==> config.mk <==
export PLATFORM = sky130hd
export DESIGN_NAME = cache_arbiter
export DESIGN_NICKNAME = d
export VERILOG_FILES = /design/src/rtl/rv32i_types.sv /design/src/rtl/cache_arbiter.sv
export SDC_FILE = /design/constraint.sdc
export NUM_CORES = 1
export LEC_CHECK = 0
export BUFFER_PORTS_ARGS = -buffer_cell sky130_fd_sc_hd__buf_4
export CORE_AREA = 4 4 534 536
export CTS_CLUSTER_DIAMETER = 100
export DETAILED_ROUTE_END_ITERATION = 8
export DIE_AREA = 0 0 538 540
export PLACE_DENSITY_LB_ADDON = 0.1
export SLEW_MARGIN = 10
export SYNTH_ARGS = -nofsm -noshare
export SYNTH_HDL_FRONTEND = slang
export SYNTH_SLANG_ARGS = --single-unit
==> constraint.sdc <==
create_clock -name clk -period 2.2 [get_ports clk]
set_input_delay 0.44 -clock clk [delete_from_list [all_inputs] [get_ports clk]]
set_output_delay 0.44 -clock clk [all_outputs]
set_load 0.01 [all_outputs]
==> src/rtl/rv32i_types.sv <==
// Shared types for the rv32i memory subsystem.
// Holds the cache-to-memory arbiter state encoding and grant identifiers.
package rv32i_types;

  typedef enum logic [1:0] {
    IDLE    = 2'd0,
    SERVE_I = 2'd1,
    SERVE_D = 2'd2
  } arb_state_t;

  localparam logic GRANT_I = 1'b0;
  localparam logic GRANT_D = 1'b1;

endpackage

==> src/rtl/cache_arbiter.sv <==
// Round-robin arbiter sharing one physical memory port between the I-cache and D-cache.
// The granted request is latched, so the memory side never sees requester changes mid-transaction.
module cache_arbiter
  import rv32i_types::*;
#(
  parameter int LINE_W = 256
) (
  input  logic              clk,
  input  logic              rst,
  input  logic              i_read,
  input  logic [31:0]       i_address,
  output logic [LINE_W-1:0] i_rdata,
  output logic              i_resp,
  input  logic              d_read,
  input  logic              d_write,
  input  logic [31:0]       d_address,
  input  logic [LINE_W-1:0] d_wdata,
  output logic [LINE_W-1:0] d_rdata,
  output logic              d_resp,
  output logic              pmem_read,
  output logic              pmem_write,
  output logic [31:0]       pmem_address,
  output logic [LINE_W-1:0] pmem_wdata,
  input  logic [LINE_W-1:0] pmem_rdata,
  input  logic              pmem_resp
);

  arb_state_t        state_r;
  arb_state_t        state_next_s;
  logic              last_grant_r;
  logic [31:0]       addr_r;
  logic [LINE_W-1:0] wdata_r;
  logic              cmd_write_r;
  logic              d_req_s;
  logic              grant_s;

  // Next-state selection; a tie in IDLE goes to the side not granted last.
  always_comb begin
    state_next_s = state_r;
    d_req_s      = d_read | d_write;
    case (state_r)
      IDLE: begin
        if (i_read && d_req_s) begin
          if (last_grant_r == GRANT_I) begin
            state_next_s = SERVE_D;
          end else begin
            state_next_s = SERVE_I;
          end
        end else if (i_read) begin
          state_next_s = SERVE_I;
        end else if (d_req_s) begin
          state_next_s = SERVE_D;
        end else begin
          state_next_s = IDLE;
        end
      end
      SERVE_I, SERVE_D: begin
        if (pmem_resp) begin
          state_next_s = IDLE;
        end else begin
          state_next_s = state_r;
        end
      end
      default: state_next_s = IDLE;
    endcase
    grant_s = (state_r == IDLE) && (state_next_s != IDLE);
  end

  // State register, grant history and request latch.
  always_ff @(posedge clk) begin
    if (rst) begin
      state_r      <= IDLE;
      last_grant_r <= GRANT_I;
      addr_r       <= 32'h0000_0000;
      wdata_r      <= {LINE_W{1'b0}};
      cmd_write_r  <= 1'b0;
    end else begin
      state_r <= state_next_s;
      if (grant_s) begin
        if (state_next_s == SERVE_D) begin
          last_grant_r <= GRANT_D;
          addr_r       <= d_address;
          wdata_r      <= d_wdata;
          // write wins when a D request is malformed with both commands set
          cmd_write_r  <= d_write;
        end else begin
          last_grant_r <= GRANT_I;
          addr_r       <= i_address;
          wdata_r      <= {LINE_W{1'b0}};
          cmd_write_r  <= 1'b0;
        end
      end else begin
        last_grant_r <= last_grant_r;
        addr_r       <= addr_r;
        wdata_r      <= wdata_r;
        cmd_write_r  <= cmd_write_r;
      end
    end
  end

  // Memory commands come only from latched state; responses route to the served side.
  always_comb begin
    pmem_read    = 1'b0;
    pmem_write   = 1'b0;
    i_resp       = 1'b0;
    d_resp       = 1'b0;
    pmem_address = addr_r;
    pmem_wdata   = wdata_r;
    i_rdata      = pmem_rdata;
    d_rdata      = pmem_rdata;
    if (state_r != IDLE) begin
      pmem_read  = ~cmd_write_r;
      pmem_write = cmd_write_r;
    end else begin
      pmem_read  = 1'b0;
      pmem_write = 1'b0;
    end
    if (state_r == SERVE_I) begin
      i_resp = pmem_resp;
    end else if (state_r == SERVE_D) begin
      d_resp = pmem_resp;
    end else begin
      i_resp = 1'b0;
      d_resp = 1'b0;
    end
  end

endmodule

==> metrics.cfg <==
[routing]
first_pass_iters = 4
drt-total-wl_um = 131000
ant_nets = 0
drc = 0
vias = 11800
viasPerCell = 2.10
wire_per_inst_um = 23.4
drtIter0Drc = 382

[timing]
hold_slack_ps = 145
fin_crit_ps = 2150
setup_viol = 0
hold_viol = 0
slew_headroom_pct = 77.8
fin_skew_ps = 31.2
period_share_pct = 97.9
rsz0062_at_grt = true
max_freq_ghz = 0.464
final_max_slew_viol_count = 0
tightest_slew_ps = 333

[clock_network]
cts_max_path_buffers = 3
clk_latency_ps = 680
clk_pin_slew_worst_paths_ps = 60
tritoncts = built
htree_levels = 2
cts_buffers = 53
clock-sinks = 292
cts_root_buffer = clkbuf_16

[global_route]
use_met3_pct = 7.07
grt_pass1_wl_um = 159000
grt.busiest_layer = met2
use_met2_pct = 13.3
antenna_found_initial = 38
grt_start_max_net_pins = 34
grt_pass1_vias = 12900
grt_usage_pct = 8.55
use_met1_pct = 7.95
globalRouteOverflowTotal = 0

[synthesis]
synth_cells = 1306
synthAdderAreaFrac_pct = 0.372
async_reset_ff_share_pct = 0
synth_seq_area_share_pct = 43.4
synthesis.area_sq_um = 13500
synth_top_family_by_area = buffers and inverters
synthMuxAreaShare_pct = 0
synth_nets = 1892
synthFlopType = dfxtp_1
synth_edf_count = 0
synth_cell_types = 29
avgSynthCellArea_sq_um = 10.3
yosysWarnings = 0
synth_xor_area_share_pct = 0
synthSimpleGateAreaFrac_pct = 2.14
synth_compound_area_share_pct = 21.5
ys_ff_latch = 292

[setup_path]
cp-start-kind = flip-flop
rr_worst_depth = 10
cp_max_fo = 16
crit_type = flip-flop to flip-flop
crit_required_ps = 2790
crit_path_frequent_cell = buf_6
endpoint_kind = flip-flop
slowest_stage = dfxtp_2
worstPathArrival_ps = 2750
worstPathCellList = buf_4 > ha_4 > and4bb_2 > a31oi_4 > nor4b_4 > buf_6 > buf_12 > buf_6 > buf_16 > a22o_1
slowest_delay_ps = 320

[floorplan]
dieHeight_um = 540
dieWidth_um = 538
ioPinCount = 1386
core.rowCount = 195
die_area_sq_um = 291000
core_area_sq_um = 281000
start_util_pct = 4.80

[run]
maxCapViolCount = 0

[placed_design]
dpl_cell_area_sq_um = 19500
dp_hpwl_um = 112000
io_buffers = 617
globalplace.congestion = 0.679

[layout]
multi_input_area_sq_um = 3330
final_common_cell = buf_4
nets = 2390
area_growth_pct = 86.5
drive_gt1_share_pct = 45.1
final_area_sq_um = 25100
seqCellArea_sq_um = 5850
final_cell_mix = 669 x buf_4, 320 x dlygate4sd3_1, 290 x dfxtp_1, 257 x a22o_1, 59 x clkbuf_16
fillCellCount = 32600

[power]
irDropWorstVdd_mv = 0.534
leakage_uw = 0.00969
power.density_nw_per_um2 = 835

[worst_hold_path]
hold_class = input pin to flip-flop
hold_depth = 3

[status]
status = finished, final reports clean

cell families (layout without fill, tap and decap cells):
family | after synthesis | after routing
fa+ha+maj | 4 | 4
buf+inv | 630 | 1170
compound gates | 329 | 329
flops | 292 | 292
other cells | 0 | 10
simple gates | 51 | 51
synthesized netlist by cell type (2+ instances only):
library cell  instances  area [sq um]
buf_4               537          4030
o2111ai_1            32           280
buf_2                11          55.1
a22o_1              257          2250
inv_1                34           128
o21ba_2               2          20.0
nor2b_1               2          12.5
ha_1                  4          50.1
o221ai_1             32           280
nor3b_1               2          15.0
nand3_1              32           160
nor2_1                4          15.0
or2_2                 2          12.5
clkbuf_1             47           176
nand2_1               3          11.3
dfxtp_1             292          5850
critical path: cells and delay by family, from the launching register on:
family | cells | cell delay, ps
AOI/OAI and AO/OA | 2 | 190
adders and majority gates | 1 | 160
and+or+nand+nor | 2 | 550
DFF | 1 | 320
buffers and inverters | 5 | 790
worst paths after layout:
path                                startpoint               end  slack [ps]
worst min-delay path             i_address[25]  pmem_address[25]         140
worst max register to register      state_r[1]     pmem_wdata[2]          50
worst max-delay path                state_r[1]     pmem_wdata[2]          50
worst min register to register  pmem_wdata[31]    pmem_wdata[31]         480
metal layers:
metal	up-vias	share of wire [%]
met1	5264	32
met3	287	19
met5	-	0.037
li1	5174	-
met4	8	5.5
met2	1042	43
report_power, final:
| group | total [uW] | internal [uW] | switching (uW) |
|---|---|---|---|
| Combinational | 5560 | 2710 | 2850 |
| Sequential | 6460 | 5980 | 478 |
| Clock | 8960 | 5520 | 3440 |
| Total | 21000 | 14200 | 6770 |
timing repair:
action	in CTS	in global routing
setup endpoints to repair	216	183
cloned	4	5
gates resized for setup	31	10
endpoints found under the hold margin	291	0
setup buffers	9	8
hold buffers	320	0
pin swaps	8	20
area by class of cell:
| type | count | share of cell area [%] |
|---|---|---|
| diodes | 10 | 0.0997 |
| clock buffers | 77 | 6.28 |
| inverters | 34 | 0.508 |
| flip-flops and latches | 292 | 23.3 |
| repair buffers | 1039 | 36.9 |
| well taps | 3743 | 18.6 |
| clock inverters | 20 | 1.03 |
| multi-input cells | 384 | 13.3 |
sequential cells by signal (all words and copies together), names as in the netlist:
| name | cells |
|---|---|
| cmd_write_r | 1 |
| pmem_wdata | 256 |
| state_r | 2 |
| pmem_address | 32 |
| last_grant_r | 1 |
per-stage QoR:
| step | worst slack [ps] | utilization [%] | total power [uW] | std cells | TNS, ps |
|---|---|---|---|---|---|
| 2_1_floorplan | 235 | - | 8920 | 1306 | 0 |
| 3_3_place_gp | 0.523 | 6.93 | 11500 | 5147 | 0 |
| 3_5_place_dp | -29.7 | 6.93 | 11500 | 5147 | -665 |
| 4_1_cts | -106 | 8.84 | 21800 | 5577 | -1100 |
| 5_1_grt | -60.9 | 8.94 | 22300 | 5594 | -1130 |
| 6_report | 46.7 | 8.94 | 21000 | 5599 | 0 |
Note: power is estimated with default switching activity, not from simulation.
